[config.mk]
export PLATFORM = sky130hd
export DESIGN_NAME = seq_divas_flat
export DESIGN_NICKNAME = d
export VERILOG_FILES = /design/src/rtl/seq_divas_if.sv /design/src/rtl/seq_divas.sv /design/src/flat_wrapper.sv
export SDC_FILE = /design/constraint.sdc
export NUM_CORES = 1
export LEC_CHECK = 0
export CORE_MARGIN = 1.5
export CORE_UTILIZATION = 45
export DETAILED_ROUTE_END_ITERATION = 8
export PLACE_DENSITY = 0.65
export RECOVER_POWER = 25
export SYNTH_ARGS = -nofsm -noshare
export SYNTH_HDL_FRONTEND = slang
export SYNTH_SLANG_ARGS = --single-unit
[constraint.sdc]
create_clock -name clk -period 4 [get_ports clk]
set_input_delay 0.6 -clock clk [delete_from_list [all_inputs] [get_ports clk]]
set_output_delay 0.6 -clock clk [all_outputs]
set_load 0.05 [all_outputs]
[src/rtl/seq_divas_if.sv]
// seq_divas_if: start/done handshake and operand/result bus
// between a controller (master) and the sequential divider (slave).
interface seq_divas_if #(
  parameter int W = 4
);
  logic         start;
  logic [W-1:0] dividend;
  logic [W-1:0] divisor;
  logic         busy;
  logic         done;
  logic [W-1:0] quotient;
  logic [W-1:0] remainder;
  logic         dbz;

  modport master (
    output start,
    output dividend,
    output divisor,
    input  busy,
    input  done,
    input  quotient,
    input  remainder,
    input  dbz
  );

  modport slave (
    input  start,
    input  dividend,
    input  divisor,
    output busy,
    output done,
    output quotient,
    output remainder,
    output dbz
  );
endinterface

[src/rtl/seq_divas.sv]
// seq_divas: sequential unsigned non-restoring divider.
// One k-controlled add/sub per cycle: P + (D ^ {k}) + k, k = ~sign(P).
module seq_divas #(
  parameter int W = 4
) (
  input  logic       clk,
  input  logic       rst_n,
  seq_divas_if.slave bus
);

  localparam int CW = $clog2(W + 1);

  localparam logic [1:0] S_IDLE = 2'd0;
  localparam logic [1:0] S_RUN  = 2'd1;
  localparam logic [1:0] S_FIX  = 2'd2;
  localparam logic [1:0] S_FIN  = 2'd3;

  logic [1:0]    r_state;
  logic [W:0]    r_p;
  logic [W-1:0]  r_q;
  logic [W-1:0]  r_d;
  logic [CW-1:0] r_cnt;
  logic          r_busy;
  logic          r_done;
  logic          r_dbz;
  logic [W-1:0]  r_quo;
  logic [W-1:0]  r_rem;

  logic          w_k;
  logic [W:0]    w_psh;
  logic [W:0]    w_dx;
  logic [W:0]    w_pn;
  logic [W-1:0]  w_qsh;
  logic [W:0]    w_pfix;
  logic          w_dz;
  logic          w_last;

  // one iteration of the shared add/sub step plus the final correction
  always_comb begin
    w_k    = ~r_p[W];
    w_psh  = {r_p[W-1:0], r_q[W-1]};
    w_dx   = {1'b0, r_d} ^ {(W+1){w_k}};
    w_pn   = w_psh + w_dx + {{W{1'b0}}, w_k};
    w_qsh  = {r_q[W-2:0], ~w_pn[W]};
    w_pfix = r_p[W] ? (r_p + {1'b0, r_d}) : r_p;
    w_dz   = (r_d == '0);
    w_last = (r_cnt == CW'(1));
  end

  // control FSM; a zero divisor skips RUN and is resolved in FIX
  always_ff @(posedge clk or negedge rst_n) begin
    if (!rst_n) begin
      r_state <= S_IDLE;
      r_busy  <= 1'b0;
      r_done  <= 1'b0;
    end else begin
      unique case (r_state)
        S_IDLE: begin
          r_done <= 1'b0;
          if (bus.start) begin
            r_busy  <= 1'b1;
            r_state <= (bus.divisor == '0) ? S_FIX : S_RUN;
          end
        end
        S_RUN: begin
          if (w_last) begin
            r_state <= S_FIX;
          end
        end
        S_FIX: begin
          r_busy  <= 1'b0;
          r_done  <= 1'b1;
          r_state <= S_FIN;
        end
        S_FIN: begin
          r_done  <= 1'b0;
          r_state <= S_IDLE;
        end
        default: begin
          r_busy  <= 1'b0;
          r_done  <= 1'b0;
          r_state <= S_IDLE;
        end
      endcase
    end
  end

  // datapath: operand capture, shift/add-sub iterations, counter
  always_ff @(posedge clk or negedge rst_n) begin
    if (!rst_n) begin
      r_p   <= '0;
      r_q   <= '0;
      r_d   <= '0;
      r_cnt <= '0;
    end else begin
      unique case (r_state)
        S_IDLE: begin
          if (bus.start) begin
            r_q   <= bus.dividend;
            r_d   <= bus.divisor;
            r_p   <= '0;
            r_cnt <= CW'(W);
          end
        end
        S_RUN: begin
          r_p   <= w_pn;
          r_q   <= w_qsh;
          r_cnt <= r_cnt - CW'(1);
        end
        S_FIX: begin
          r_p <= w_pfix;
        end
        default: begin
          r_cnt <= r_cnt;
        end
      endcase
    end
  end

  // result registers, written only when an operation completes
  always_ff @(posedge clk or negedge rst_n) begin
    if (!rst_n) begin
      r_quo <= '0;
      r_rem <= '0;
      r_dbz <= 1'b0;
    end else if (r_state == S_FIX) begin
      if (w_dz) begin
        r_quo <= '1;
        r_rem <= r_q;
        r_dbz <= 1'b1;
      end else begin
        r_quo <= r_q;
        r_rem <= w_pfix[W-1:0];
        r_dbz <= 1'b0;
      end
    end
  end

  assign bus.busy      = r_busy;
  assign bus.done      = r_done;
  assign bus.quotient  = r_quo;
  assign bus.remainder = r_rem;
  assign bus.dbz       = r_dbz;

endmodule

[src/flat_wrapper.sv]
// flat-port wrapper written by rule: the top's interface ports become plain ports
module seq_divas_flat 
#(
  parameter int W = 4
)
  (clk, rst_n, bus_start, bus_dividend, bus_divisor, bus_busy, bus_done, bus_quotient, bus_remainder, bus_dbz);
  seq_divas_if #(.W(W)) bus_i ();
  input  logic clk;
  input  logic rst_n;
  input wire logic [$bits(bus_i.start)-1:0] bus_start;
  input wire logic [$bits(bus_i.dividend)-1:0] bus_dividend;
  input wire logic [$bits(bus_i.divisor)-1:0] bus_divisor;
  output wire logic [$bits(bus_i.busy)-1:0] bus_busy;
  output wire logic [$bits(bus_i.done)-1:0] bus_done;
  output wire logic [$bits(bus_i.quotient)-1:0] bus_quotient;
  output wire logic [$bits(bus_i.remainder)-1:0] bus_remainder;
  output wire logic [$bits(bus_i.dbz)-1:0] bus_dbz;
  assign bus_i.start = bus_start;
  assign bus_i.dividend = bus_dividend;
  assign bus_i.divisor = bus_divisor;
  assign bus_busy = bus_i.busy;
  assign bus_done = bus_i.done;
  assign bus_quotient = bus_i.quotient;
  assign bus_remainder = bus_i.remainder;
  assign bus_dbz = bus_i.dbz;
  seq_divas #(.W(W)) u_core (.clk(clk), .rst_n(rst_n), .bus(bus_i));
endmodule
# Word-level counts from Yosys, hierarchy flattened
# Index checks and enable logic that the tools add are counted.
[totals]
ff_bits = 29
output_inout_bits = 11
[classes]
addsub = 4
eq_ne = 6
n_mux = 17
n_bitwise = 3
n_reduce_logical = 13
[op_table]
columns = ["op", "count"]
rows = [
  ["$pmux W5 S3", 1],
  ["$mux W4", 3],
  ["$mux W5", 2],
  ["$reduce_and A2 Y1", 5],
  ["$logic_not A4 Y1", 2],
  ["$pmux W2 S4", 1],
  ["$pmux W4 S2", 1],
  ["$mux W2", 3],
  ["$pmux W3 S2", 1],
  ["$reduce_bool A2 Y1", 3],
  ["$add A5 B1 Y5", 1],
  ["$add A5 B4 Y5", 1],
  ["$add A5 B5 Y5", 1],
  ["$xor A4 B5 Y5", 1],
  ["$eq A2 B2 Y1 const B", 2],
  ["$pmux W1 S2", 2],
  ["$eq A3 B1 Y1 const B", 1],
  ["$mux W3", 1],
  ["$reduce_bool A3 Y1", 1],
  ["$sub A3 B1 Y3 const B", 1],
  ["$eq A2 B1 Y1 const B", 1],
  ["$logic_not A2 Y1", 1],
  ["$mux W1", 2],
  ["$ne A2 B1 Y1 const B", 1],
  ["other kinds (3)", 4],
]

# Logic depth before layout (Yosys ltp)
# Gate-level depths: netlist (run 1).
[logic_depth]
word_depth = 6
ltp_mapped = 7

# Least setup slack after synthesis (run 1)
# No wires, ideal clock.
[synth_path]
path_type = "reg-to-reg"
from = "register u_core.r_p[4]"
to = "register u_core.r_p[4]"
setup_ns = 0.122
arrival_ns = 1.831
setup_slack_ns = 2.047
stages_incl_launch_ff = 8
n_path_buf = 1
path_cell_list = "dfrtp_1 > buf_4 > xnor2_1 > fa_1 > a21o_1 > a21oi_1 > xnor2_1 > a32o_1"
[synth_between]
elab_chain_cells = 5
word_cells_on_any_way = 7
cone_classes = "add/sub: 3; mux: 2; bitwise: 2"
[synth_rtl]
columns = ["item", "line", "rtl"]
rows = [
  ["start, declared", "seq_divas.sv:19", "logic [W:0] r_p;"],
  ["start signal, assigned", "seq_divas.sv:106", "r_p <= w_pn;"],
  ["start signal, assigned", "seq_divas.sv:111", "r_p <= w_pfix;"],
  ["$not A1 Y1", "seq_divas.sv:40", "w_k = ~r_p[W];"],
  ["$xor A4 B5 Y5", "seq_divas.sv:42", "w_dx = {1'b0, r_d} ^ {(W+1){w_k}};"],
  ["$add A5 B5 Y5", "seq_divas.sv:43", "w_pn = w_psh + w_dx + {{W{1'b0}}, w_k};"],
  ["$add A5 B1 Y5", "seq_divas.sv:43", ""],
  ["$pmux W5 S3 *", "seq_divas.sv:96", "unique case (r_state)"],
]
# Mark *: on every way between the ends. The rest lies on a longest branch, timed or not.
# A chain may end at the register's enable or synchronous reset.

# Worst setup path in the final report (run 1)
# Same ends and word-level chain as after synthesis.

==> run_results.csv, run 1 <==
group,metric,value,unit
final_layout,final_util,54.51,%
setup_path,end_kind,"register",
grt,grt_pass1_wl,7.093,mm
power_and_ir_drop,p_int,1.000,mW
final_layout,seq_area,725.7,um^2
grt,grt_usage,21.68,%
sta,slew_headroom,-3.238,%
power_and_ir_drop,p_switching,0.9201,mW
sta,period_minus_slack,2.278,ns
logic_synthesis,synthDistinctLibCells,41,
sta,setup_viol,0,
clocking,path_clk_slew,0.06,ns
power_and_ir_drop,seqPwrFrac,29.4,%
clocking,hold_buffers,0,
final_layout,drive_gt1_share,10.58,%
final_layout,area_delta_synth_final,17.61,%
die,fp-row-count,23,
clocking,h-tree-depth,2,
routing,routed_wl,4.230,mm
sta,hold_viol,0,
power_and_ir_drop,p_leak,0.9259,nW
logic_synthesis,synth_edf_count,0,
die,die_area,4483,um^2
setup_path,cp.arrival,2.45,ns
clocking,cts.sinks,29,
setup_path,reg2regPathDepth,7,
routing,vias,1446,
placed_design,portBuffers,21,
status,violations,"max-capacitance violations, max-slew violations",
power_and_ir_drop,clkPwrFrac,11.9,%
final_layout,multi_input_area,1039,um^2
final_layout,final_area,2165,um^2
logic_synthesis,syn-cell-area,1841,um^2
sta,timing.final.crit_share,56.94,%
routing,remaining_drc_errors,0,
setup_path,crit_fanout,14,
grt,grt_start_max_net_pins,30,
logic_synthesis,ys_warn_count,0,
logic_synthesis,synth_ff_type,"dfrtp_1",
power_and_ir_drop,vdd_drop_max,564.2,uV
status,outcome,"finished with violations",
routing,first_pass_iters,4,
clocking,clockRootBuffer,"clkbuf_8",
sta,max_clock_freq,439.0,MHz
die,die_w,66.96,um
placed_design,gp_congestion,0.8574,
final_layout,nNetsFinal,236,
sta,worstMarginPinSlew,1.549,ns
routing,drt_iter0_markers,86,
clocking,cts_buffers,5,
routing,postRouteAntennaNets,0,
sta,finClkSkew,0.006963,ns
setup_path,worstSetupPathType,"reg -> reg",
worst_hold_path,worst_hold_path_type,"reg -> reg",
power_and_ir_drop,powerDensity,887.1,nW/um^2
routing,vias_per_cell,5.605,
sta,tns,0,ns
die,dieHeight,66.96,um
setup_path,startpoint_type,"register",
placed_design,hpwlAfterDp,3.160,mm
run,drv_cap,1,
logic_synthesis,yosysSeqAreaShare,39.43,%
grt,grt_pass1_vias,1451,
logic_synthesis,synthCells,184,
final_layout,n_antenna_cell,0,
placed_design,dpl-instance-area,2086,um^2
setup_path,cp.required,4.17,ns
clocking,ctsResizeCount,0,
logic_synthesis,async_flop_share,100.0,%
clocking,post_cts_buffers,0,
clocking,clock_latency,0.28,ns
worst_hold_path,worst_hold_path.num_cells,2,
logic_synthesis,ys_ff_latch,29,
grt,grt_overflow,0,
setup_path,rrSetupSlack,1.72,ns
sta,maxSlewViolCount,30,
grt,antenna_found_initial,0,
logic_synthesis,syn_nets,213,
final_layout,fillers,366,
die,start_util,46.35,%
clocking,cts_tree,"done",
power_and_ir_drop,pwr-share-comb,58.7,%
power_and_ir_drop,swShare,47.92,%
logic_synthesis,synth.avg_cell_area,10.00,um^2
sta,rsz0062_at_grt,"false",
die,top_level_ports,22,
routing,wl_per_cell,16.40,um
clocking,cts_max_path_buffers,2,
sta,hold_ws,0.4949,ns
die,core,3971,um^2
cells in the final DEF, fill, tap and decap left out, drive strengths merged, types with 2 or more instances in the layout:
cell / n
xor2: 2
nand3: 2
dfrtp: 29
nor4: 4
nor2b: 5
nand2b: 4
a31oi: 5
nand2: 13
mux2i: 6
ha: 16
mux2: 7
o31ai: 3
clkdlybuf4s50: 20
o21ai: 11
fa: 2
clkinv: 2
clkbuf: 7
xnor2: 7
o22ai: 6
a21oi: 16
a21o: 2
inv: 11
nor2: 16
logic make-up (layout without fill, tap and decap cells):
| family | count (synthesis) | count (layout) | share of synthesized area (%) |
|---|---|---|---|
| multiplexers | 13 | 13 | 7.546 |
| flip-flops | 29 | 29 | 39.43 |
| XOR/XNOR | 9 | 9 | 4.283 |
| AO/OA/AOI/OAI | 52 | 52 | 18.29 |
| buffers and inverters | 17 | 41 | 4.147 |
| AND/OR/NAND/NOR | 46 | 46 | 13.26 |
| adder cells (fa/ha/maj) | 18 | 18 | 13.05 |
power by group through the flow:
stage | Sequential [mW] | Clock (mW) | Combinational, mW
detailed placement | 0.565 | 0 | 1.12
CTS | 0.562 | 0.234 | 1.13
floorplan | 0.689 | 0 | 0.697
global placement | 0.561 | 0 | 1.09
global route | 0.584 | 0.251 | 1.24
finish | 0.564 | 0.228 | 1.13
per-stage QoR:
stage	std cells	setup WS, ns	power [mW]
final	258	1.722	1.920
after global routing	258	1.499	2.070
after CTS	258	1.737	1.926
after detailed placement	250	1.746	1.685
after global placement	250	1.869	1.647
after floorplan	184	2.047	1.386
critical path, cell delays in order, from the launching register on:
cell and delay, ns:
dfrtp_1 0.68, nor2b_2 0.28, nor2_1 0.07, fa_1 0.39, a21o_1 0.17, a21oi_1 0.18
xnor2_1 0.12, a32o_1 0.27
cells in the mapped netlist, types with 3 or more instances:
library cell	count	area share, %
nor2_1	15	3.1
xnor2_1	7	3.3
dfrtp_1	29	39
mux2i_1	6	3.3
o21ai_0	10	2.7
inv_1	11	2.2
buf_4	3	1.2
nand2_1	13	2.7
nand2b_1	4	1.4
nor4_1	3	1.0
a21oi_1	15	4.1
a31oi_1	5	1.7
mux2_2	7	4.3
nor2b_1	3	1.0
ha_1	16	11
o22ai_1	6	2.0
final cells by class:
class | instances | area share (%)
Timing Repair Buffer | 22 | 9.884
Clock inverter | 2 | 0.4624
Tap cell | 50 | 2.890
Clock buffer | 6 | 3.353
Sequential cell | 29 | 33.53
Inverter | 11 | 1.908
Multi-Input combinational cell | 138 | 47.98
metal layers:
layer / global-route usage [%] / wire length, um / up-vias
met1: 27.91 / 1961 / 706
met4: 6.888 / 59 / 0
met3: 4.730 / 175 / 6
met2: 36.13 / 2034 / 39
met5: 0 / 0 / -
li1: - / - / 695
worst paths after layout:
check,start,end
min in group asynchronous,rst_n,u_core.bus.quotient[2]
worst min register to register,u_core.r_cnt[1],u_core.r_cnt[1]
max in group asynchronous,rst_n,u_core.r_q[3]
worst min-delay path,u_core.r_cnt[1],u_core.r_cnt[1]
worst max register to register,u_core.r_p[4],u_core.r_p[4]
worst max-delay path,u_core.r_p[4],u_core.r_p[4]
state kept, by name (all words and copies together), names as in the netlist:
register,count
u_core.r_state,2
u_core.bus.busy,1
u_core.bus.remainder,4
u_core.r_q,4
u_core.bus.done,1
u_core.bus.dbz,1
u_core.bus.quotient,4
u_core.r_cnt,3
u_core.r_p,5
u_core.r_d,4
Power figures use the tool's default switching activity.
==> run 2: changes to the inputs <==
==> constraint.sdc (replaced) <==
create_clock -name clk -period 2.15 [get_ports clk]
set_input_delay 0.3225 -clock clk [delete_from_list [all_inputs] [get_ports clk]]
set_output_delay 0.3225 -clock clk [all_outputs]
set_load 0.05 [all_outputs]
==> run 2 against run 1 <==
The run now ends clean. Register-to-register slack got worse by 1.6 ns. Final cell count is 1.2% higher. Highest routed layer unchanged. Count of clock-buffer cells in the layout up 1. Critical path type unchanged. Worst setup slack worse by 1.6 ns. Combinational power up 88%.
==> run_results.csv, run 2 (synthesis results as in run 1) <==
group,metric,value,unit
final_layout,nNetsFinal,239,
power_and_ir_drop,clkPwrFrac,13.5,%
sta,hold_viol,0,
clocking,post_cts_buffers,0,
die,die_area,4483,um^2
power_and_ir_drop,p_switching,1.705,mW
final_layout,final_cell_mix,"dfrtp_1 (29), clkdlybuf4s50_1 (20), ha_1 (16)",
grt,antenna_found_initial,0,
sta,slew_headroom,50.09,%
final_layout,final_util,55.58,%
die,fp-row-count,23,
clocking,clock_latency,0.28,ns
placed_design,hpwlAfterDp,3.124,mm
setup_path,end_kind,"register",
sta,tns,0,ns
setup_path,startpoint_type,"register",
placed_design,gp_congestion,0.8605,
routing,remaining_drc_errors,0,
sta,finClkSkew,0.008129,ns
power_and_ir_drop,pwr-share-comb,58.1,%
final_layout,multi_input_area,1039,um^2
power_and_ir_drop,p_int,1.944,mW
final_layout,largest-register,"u_core.r_p",
setup_path,worstSetupPathType,"reg -> reg",
routing,postRouteAntennaNets,0,
routing,drt_iter0_markers,70,
final_layout,fillers,340,
grt,grt_start_max_net_pins,30,
sta,rsz0062_at_grt,"false",
clocking,cts_buffers,5,
routing,vias_per_cell,5.567,
routing,first_pass_iters,4,
clocking,cts.sinks,29,
die,die_w,66.96,um
sta,setup_viol,0,
power_and_ir_drop,powerDensity,1653,nW/um^2
setup_path,crit_fanout,6,
status,outcome,"complete, no violations",
clocking,h-tree-depth,2,
die,core,3971,um^2
routing,vias,1453,
sta,period_minus_slack,2.012,ns
die,start_util,46.35,%
grt,grt_pass1_wl,7.031,mm
sta,worstMarginPinSlew,0.7487,ns
sta,maxSlewViolCount,0,
grt,grt_overflow,0,
power_and_ir_drop,seqPwrFrac,28.3,%
power_and_ir_drop,swShare,46.72,%
power_and_ir_drop,p_leak,0.9540,nW
sta,max_clock_freq,497.1,MHz
grt,grt_usage,21.35,%
final_layout,final_common_cell,"dfrtp_1",
final_layout,seq_area,725.7,um^2
final_layout,area_delta_synth_final,19.92,%
clocking,cts_tree,"done",
clocking,ctsResizeCount,0,
clocking,hold_buffers,0,
worst_hold_path,worst_hold_path_type,"reg -> reg",
grt,grt_pass1_vias,1439,
placed_design,portBuffers,21,
sta,timing.final.crit_share,93.56,%
die,dieHeight,66.96,um
final_layout,largest_reg_flops,5,
die,top_level_ports,22,
final_layout,n_antenna_cell,0,
routing,routed_wl,4.200,mm
routing,wl_per_cell,16.09,um
setup_path,cp.arrival,2.18,ns
clocking,clockRootBuffer,"clkbuf_8",
clocking,path_clk_slew,0.06,ns
setup_path,cp.required,2.31,ns
power_and_ir_drop,vdd_drop_max,1082,uV
final_layout,drive_gt1_share,12.80,%
clocking,cts_max_path_buffers,2,
run,drv_cap,0,
==> run 2: changes by cell type in the layout (fill, tap and decap cells not counted), sizes merged <==
| cell | previous run | this run |
|---|---|---|
| buf | 0 | 3 |
| clkbuf | 7 | 8 |
| clkinv | 2 | 1 |
==> run 2: power groups by stage <==
stage	clock [mW]	combinational, mW	sequential, mW
after CTS	0.508	2.13	1.04
after global routing	0.526	2.34	1.07
after detailed placement	0	2.11	1.04
after floorplan	0	1.30	1.28
final	0.494	2.12	1.03
after global placement	0	2.06	1.03
==> run 2: worst paths after layout <==
path | startpoint | endpoint | slack [ns] | cells past startpoint
worst max-delay path | u_core.r_d[0] | u_core.r_p[4] | 0.14 | 7
worst max register to register | u_core.r_d[0] | u_core.r_p[4] | 0.14 | 7
max in group asynchronous | rst_n | u_core.r_d[1] | 1.04 | 2
min in group asynchronous | rst_n | u_core.bus.quotient[2] | 0.63 | 2
worst min register to register | u_core.bus.done | u_core.bus.done | 0.51 | 1
worst min-delay path | u_core.bus.done | u_core.bus.done | 0.51 | 1
==> run 2: layout make-up <==
class | count | share of cell area (%)
clock buffer | 7 | 4.365
clock inverter | 1 | 0.2268
inverter | 11 | 1.871
multi-input combinational | 138 | 47.05
sequential | 29 | 32.88
tap | 50 | 2.834
timing repair buffer | 25 | 10.77
==> run 2: metal layers <==
layer / GRT usage, % / up-vias / share of wire [%]
li1: - / 707 / -
met1: 28.09 / 705 / 46
met2: 34.25 / 36 / 48
met3: 4.054 / 5 / 4.4
met4: 8.929 / 0 / 1.5
met5: 0 / - / 0
==> run 2: through the flow <==
stage                     setup WS [ns]  hold slack, ns  std cells  instance area (um^2)  power, mW
after floorplan                  0.1970         0.02691        184                  1841      2.579
after global placement           0.2161          0.4673        253                  2108      3.090
after detailed placement         0.1568          0.4979        253                  2108      3.150
after CTS                        0.1449          0.4329        261                  2210      3.669
after global routing            0.03229          0.5268        261                  2207      3.932
final                            0.1385          0.5096        261                  2207      3.649
==> run 2: worst max-delay path, stage by stage, from the launching register on <==
cell and delay [ns]:
dfrtp_1 0.50, nor2b_4 0.23, nor2_1 0.07, fa_1 0.40
a21o_1 0.18, a21oi_1 0.17, xnor2_1 0.11, a32o_1 0.26
